--- config.mk ---
export PLATFORM = sky130hd
export DESIGN_NAME = instr_fetch
export DESIGN_NICKNAME = d
export VERILOG_FILES = /design/src/rtl/cpu_pkg.sv /design/src/rtl/fetch_skid.sv /design/src/rtl/instr_fetch.sv
export SDC_FILE = /design/constraint.sdc
export NUM_CORES = 1
export LEC_CHECK = 0
export ABC_AREA = 1
export ABC_CLOCK_PERIOD_IN_PS = 1500
export CAP_MARGIN = 20
export CORE_AREA = 2 2 116 118
export CTS_BUF_LIST = sky130_fd_sc_hd__clkbuf_4
export DETAILED_ROUTE_END_ITERATION = 10
export DIE_AREA = 0 0 118 120
export PLACE_DENSITY = 0.74
export SLEW_MARGIN = 0
export SYNTH_ARGS = -nofsm -noshare
export SYNTH_HDL_FRONTEND = slang
export SYNTH_HIERARCHICAL = 1
export SYNTH_SLANG_ARGS = --single-unit
--- constraint.sdc ---
create_clock -name clk -period 1.5 [get_ports clk]
set_clock_uncertainty 0.05 [all_clocks]
set_input_delay 0.225 -clock clk [delete_from_list [all_inputs] [get_ports clk]]
set_output_delay 0.225 -clock clk [all_outputs]
set_load 0.01 [all_outputs]
--- src/rtl/cpu_pkg.sv ---
// Shared CPU front-end types: fetch FSM states, skid record layout, default bubble word.
package cpu_pkg;

  typedef enum logic [1:0] {
    FETCH = 2'd0,
    HOLD  = 2'd1,
    DRAIN = 2'd2
  } fetch_state_t;

  localparam logic [31:0] NOP_WORD_DEFAULT = 32'h0000_0000;
  localparam int          SKID_W           = 48;

  // Skid record layout: instruction word in the upper 32 bits, its address below.
  function automatic logic [SKID_W-1:0] skid_pack(input logic [31:0] word,
                                                  input logic [15:0] addr);
    return {word, addr};
  endfunction

endpackage

--- src/rtl/fetch_skid.sv ---
// One-entry skid register holding an instruction word and its address while decode stalls.
module fetch_skid
  import cpu_pkg::*;
(
  input  logic              clk,
  input  logic              clr,
  input  logic              load,
  input  logic              flush,
  input  logic [SKID_W-1:0] din,
  output logic              valid,
  output logic [SKID_W-1:0] dout
);

  always_ff @(posedge clk or negedge clr) begin
    if (!clr) begin
      valid <= 1'b0;
      dout  <= '0;
    end else if (load) begin
      valid <= 1'b1;
      dout  <= din;
    end else if (flush) begin
      valid <= 1'b0;
    end
  end

endmodule

--- src/rtl/instr_fetch.sv ---
// Instruction fetch stage: issues sequential reads, absorbs decode stalls in a skid entry,
// and drains an in-flight read after a redirect so stale data never reaches decode.
module instr_fetch
  import cpu_pkg::*;
#(
  parameter logic [15:0] RESET_PC = 16'h0000,
  parameter logic [31:0] NOP_WORD = NOP_WORD_DEFAULT
) (
  input  logic        clk,
  input  logic        clr,
  input  logic        stall,
  input  logic        jmp,
  input  logic [15:0] jmp_target,
  output logic        imem_req,
  output logic [15:0] imem_addr,
  input  logic        imem_ack,
  input  logic [31:0] imem_data,
  output logic [31:0] IR2,
  output logic [15:0] PC2,
  output logic        valid2,
  output logic [1:0]  fsm_state
);

  // Memory handshake: a read is in flight whenever imem_req=1; it completes in the cycle
  // imem_ack=1, and imem_addr must not change until then.

  fetch_state_t state, state_next;
  logic [15:0]  pc, pc_next;
  logic [15:0]  drain_addr, drain_next;
  logic [31:0]  ir2_next;
  logic [15:0]  pc2_next;
  logic         valid2_next;
  logic         skid_load, skid_flush, skid_valid;
  logic [SKID_W-1:0] skid_dout;

  fetch_skid u_skid (
    .clk   (clk),
    .clr   (clr),
    .load  (skid_load),
    .flush (skid_flush),
    .din   (skid_pack(imem_data, pc)),
    .valid (skid_valid),
    .dout  (skid_dout)
  );

  assign fsm_state = state;

  always_ff @(posedge clk or negedge clr) begin
    if (!clr) begin
      state      <= FETCH;
      pc         <= RESET_PC;
      drain_addr <= 16'h0000;
      IR2        <= NOP_WORD;
      PC2        <= 16'h0000;
      valid2     <= 1'b0;
    end else begin
      state      <= state_next;
      pc         <= pc_next;
      drain_addr <= drain_next;
      IR2        <= ir2_next;
      PC2        <= pc2_next;
      valid2     <= valid2_next;
    end
  end

  always_comb begin
    state_next  = state;
    pc_next     = pc;
    drain_next  = drain_addr;
    ir2_next    = IR2;
    pc2_next    = PC2;
    valid2_next = valid2;
    skid_load   = 1'b0;
    skid_flush  = 1'b0;
    imem_req    = 1'b1;
    imem_addr   = pc;

    case (state)
      FETCH: begin
        if (stall) begin
          // Decode is frozen, so a returning word parks in the skid entry.
          if (imem_ack) begin
            skid_load  = 1'b1;
            pc_next    = pc + 16'd1;
            state_next = HOLD;
          end
        end else if (jmp) begin
          pc_next     = jmp_target;
          ir2_next    = NOP_WORD;
          valid2_next = 1'b0;
          skid_flush  = 1'b1;
          if (!imem_ack) begin
            drain_next = pc;
            state_next = DRAIN;
          end
        end else if (imem_ack) begin
          ir2_next    = imem_data;
          pc2_next    = pc;
          valid2_next = 1'b1;
          pc_next     = pc + 16'd1;
        end else begin
          ir2_next    = NOP_WORD;
          valid2_next = 1'b0;
        end
      end

      HOLD: begin
        imem_req = 1'b0;
        if (!stall) begin
          skid_flush = 1'b1;
          state_next = FETCH;
          if (jmp) begin
            pc_next     = jmp_target;
            ir2_next    = NOP_WORD;
            valid2_next = 1'b0;
          end else begin
            ir2_next    = skid_dout[47:16];
            pc2_next    = skid_dout[15:0];
            valid2_next = skid_valid;
          end
        end
      end

      DRAIN: begin
        // Keep presenting the abandoned address until memory retires it; its data is dropped.
        imem_addr = drain_addr;
        if (jmp && !stall) pc_next = jmp_target;
        if (imem_ack) state_next = FETCH;
      end

      default: state_next = FETCH;
    endcase
  end

endmodule

==> impl.org <==
** Status
- The flow ran to the end, but the final reports show violations.
- Violations in the final reports :: negative setup slack

** Final layout
- From synthesis to final layout, the design area changed by 58.55%.
- After the last flow step, the layout net total stands at 1081.
- Diode insertion count for antenna repair :: 0
- The finished layout holds 1212 standard cells, fillers aside.
- At the end of the flow the core is filled with cells to 76.14%.
- Leaving out fill and tap cells, the most frequent cell in the layout is nand2_1.
- Share of final-layout standard cells stronger than drive strength 1 :: 32.72%
- Highest-count cells in the layout ignoring fill and taps :: 238 x nand2_1, 131 x dfrtp_1, 74 x buf_4
- Post-route standard cell area excluding fillers :: 9883 um^2

** Power
- Relative contribution of sequential cells to total power :: 29.4%
- Largest voltage drop on the vdd net :: 1203 uV
- For this design the static power due to leakage is 4.674 nW.
- Internal cell power :: 12.60 mW
- Switching power :: 9.327 mW
- For this design the ratio of total power to cell area is 2219 nW/um^2.
- In this run, the clock network consumes 13.1% of the power.
- Portion of total power attributed to combinational logic :: 57.5%
- The design draws 21.93 mW.
- Net switching share of the total power :: 42.53%

** Synth
- Post-synth EDFFs :: 0
- Top FF cell, synth :: dfrtp_1
- Yosys warning total :: 6
- Sequential cells were found to cover 52.99% of the synthesized design area.
- Post-synth cell types :: 26
- Counting every instance in the synthesized netlist gives 791.
- Syn_area_per_cell :: 7.881 um^2
- Counting flops with an async set or reset pin after synthesis yields a share of 100.0%.
- Synthesis-stage register bit count :: 132
- Cell area after synthesis :: 6233 um^2
- Synthesis produced a netlist with a net count of 849.

** Global routing
- GR met2 Demand/Resource :: 52.51%
- Number of antenna violations at the first check in global routing :: 0
- Entering global routing, the biggest net connects 39 pins.
- Most heavily used metal layer in global routing :: met2
- Met1 layer usage reported by global route :: 39.27%
- Across every metal layer, demand over resource in global routing totals 31.55%.
- Vias in the first global route :: 6539
- Global routing consumed, on the met3 layer, 5.989% of the routing resources.
- The first global-routing pass estimated 34.56 mm of wire.
- The total overflow left after global routing is 0.

** Critical path
- STA classifies the critical path startpoint as a flop.
- Endpoint class of the critical path :: flop
- For the worst setup path, the data arrival time is 2.50 ns.
- Of all nets on the critical path, the largest fanout is 8.
- CP Data Required Time :: 1.93 ns
- The critical path is of the flop to flop type.

** Place
- DP Area :: 8285 um^2
- Timing analysis after detailed placement gives a worst setup slack of -0.3261 ns.
- Routability-driven placement finished with a final weighted congestion of 0.8616.
- Detailed placement HPWL :: 11.73 mm
- Including well taps, the total number of placed cells is 1117.
- In this run the tool buffered the top-level ports with 120 buffer cells.

** Flow run
- Number of max-capacitance violations reported :: 0

** Clock tree
- The tree built by TritonCTS fans out to 132 sinks.
- After clock tree synthesis, the clock-pin slew on the worst setup and hold paths is 0.12 ns.
- TritonCTS built the clock tree.
- Worst-case clock buffer depth :: 2
- TritonCTS buffer count :: 17
- The root buffer cell chosen for the clock tree is clkbuf_4.
- For the worst-skew pair, the clock arrives at the later sink with an insertion delay of 0.58 ns.
- The H-tree was split into 4 levels.

** Floorplanning
- The die covers 14160 um^2.
- The floorplan has 42 rows.
- From left edge to right edge, the die measures 118 um.
- The initial utilization of the core area, before any placement, comes to 48.02%.
- The core region is 12980 um^2.
- Die H :: 120 um
- Pin placement for this block handled 121 I/O pins.

** Timing
- Number of hold-slack violations in the final timing report :: 0
- Post-route setup slack :: -0.5685 ns
- Setup repair after global routing could not meet its margin everywhere.
- Number of setup violations in the final report :: 151
- The smallest clock period supported by the final layout is computed as 2.069 ns.
- Slew at the pin with the worst max-slew slack :: 0.4050 ns
- The number of slew-limit violations in the final report came to 0.
- Of the available clock period, the critical path in the final layout requires 137.9%.
- Headroom to the max-slew limit came out at 73.00%.
- Timing would allow up to 483.4 MHz.

** Routing
- Dividing the detail-routed wire length by the instance count gives 19.78 um.
- For this run, the detailed router's first-pass iteration total came to 6.
- For this run, design rule violations remaining after detail routing come to 0.
- Average vias per placed instance :: 5.738
- The count of nets left with antenna violations once routing finished came out at 0.
- Routed via count :: 6954
- DRC marker count from the first detailed-route iteration :: 807
- After detailed routing, the total wire length is 23.97 mm.

** Worst hold path
- The path class of the tightest hold or removal check is input pin to asynchronous set/reset pin.
path summary, 6_finish.rpt:
path	start	end	slack, ns	depth (start not counted)
setup reg to reg	fsm_state[1]	PC2[0]	-0.57	11
min in group clk	imem_data[3]	u_skid/dout[19]	0.16	3
max in group asynchronous	clr	fsm_state[0]	0.77	3
hold reg to reg	u_skid/dout[15]	u_skid/dout[15]	0.43	2
hold / removal	clr	PC2[14]	0.06	2
setup / recovery	fsm_state[1]	PC2[0]	-0.57	11
final cells by class:
cell class | count | area (um^2)
clock buffers | 17 | 127.6
clock inverters | 15 | 212.7
fillers | 849 | 3097
inverters | 38 | 177.7
multi-input cells | 572 | 3069
flip-flops and latches | 132 | 3304
well taps | 176 | 220.2
repair buffers | 261 | 2764
repair inverters | 1 | 7.507
kinds of logic (layout without fill, tap and decap cells):
family | after synthesis | count (layout) | synth area share [%]
compound gates | 131 | 131 | 11.54
xor+xnor | 1 | 1 | 0.1405
fa+ha+maj | 5 | 5 | 1.004
buf+inv | 87 | 332 | 6.002
flops | 132 | 132 | 52.99
simple gates | 435 | 435 | 28.32
power by group through the flow:
| stage | logic, mW | registers [mW] | clock network (mW) |
|---|---|---|---|
| 2_1_floorplan | 4.79 | 6.63 | 0 |
| 3_3_place_gp | 9.35 | 6.31 | 0 |
| 3_5_place_dp | 9.54 | 6.36 | 0 |
| 4_1_cts | 11.4 | 6.30 | 2.85 |
| 5_1_grt | 13.4 | 6.59 | 3.05 |
| 6_report | 12.6 | 6.45 | 2.88 |
per-layer routing:
metal / wire length (um) / up-vias
met1: 8666 / 3274
met2: 11860 / 476
met5: 0 / -
li1: - / 3081
met4: 1317 / 0
met3: 2134 / 123
stage by stage:
step	setup TNS (ns)	hold WS [ns]
after floorplan	-4.962	-0.1206
after detailed placement	-28.02	0.1317
after CTS	-46.27	0.08088
after global placement	-23.36	0.1346
final	-56.98	0.06158
after global routing	-66.08	0.09138
synthesized netlist by cell type (2+ instances only):
library cell | n | area share, %
a31oi_1 | 34 | 3.4
o22ai_1 | 6 | 0.60
dfrtp_1 | 132 | 53
clkbuf_1 | 23 | 1.4
nand3_1 | 87 | 7.0
o21ai_1 | 2 | 0.16
buf_2 | 20 | 1.6
ha_1 | 5 | 1.0
buf_4 | 4 | 0.48
nand2_1 | 260 | 16
inv_1 | 35 | 2.1
o21ai_0 | 61 | 4.9
nor2_1 | 78 | 4.7
inv_2 | 3 | 0.18
nand4_1 | 6 | 0.60
a21oi_1 | 25 | 2.0
sequential cells by signal, summed over array words and instances, names as in the netlist:
name / flops
fsm_state: 2
valid2: 1
u_skid/dout: 48
drain_addr: 16
PC2: 16
u_skid/valid: 1
IR2: 32
pc: 16
critical path, stage by stage (launching register included):
cell,delay (ns)
dfrtp_1,0.43
buf_4,0.16
inv_4,0.08
ha_4,0.15
buf_6,0.12
o21ai_4,0.06
buf_4,0.15
a211oi_4,0.21
buf_6,0.18
buf_16,0.13
nor2_1,0.05
a21oi_1,0.22
what timing repair did:
| item | in CTS | in global routing |
|---|---|---|
| setup endpoints to repair | 200 | 189 |
| setup buffers | 36 | 10 |
| pin swaps | 14 | 37 |
| gates cloned | 20 | 8 |
| hold endpoints to repair | 132 | 0 |
| hold buffers | 1 | 0 |
| resized for setup | 318 | 126 |
Power figures use the tool's default switching activity.
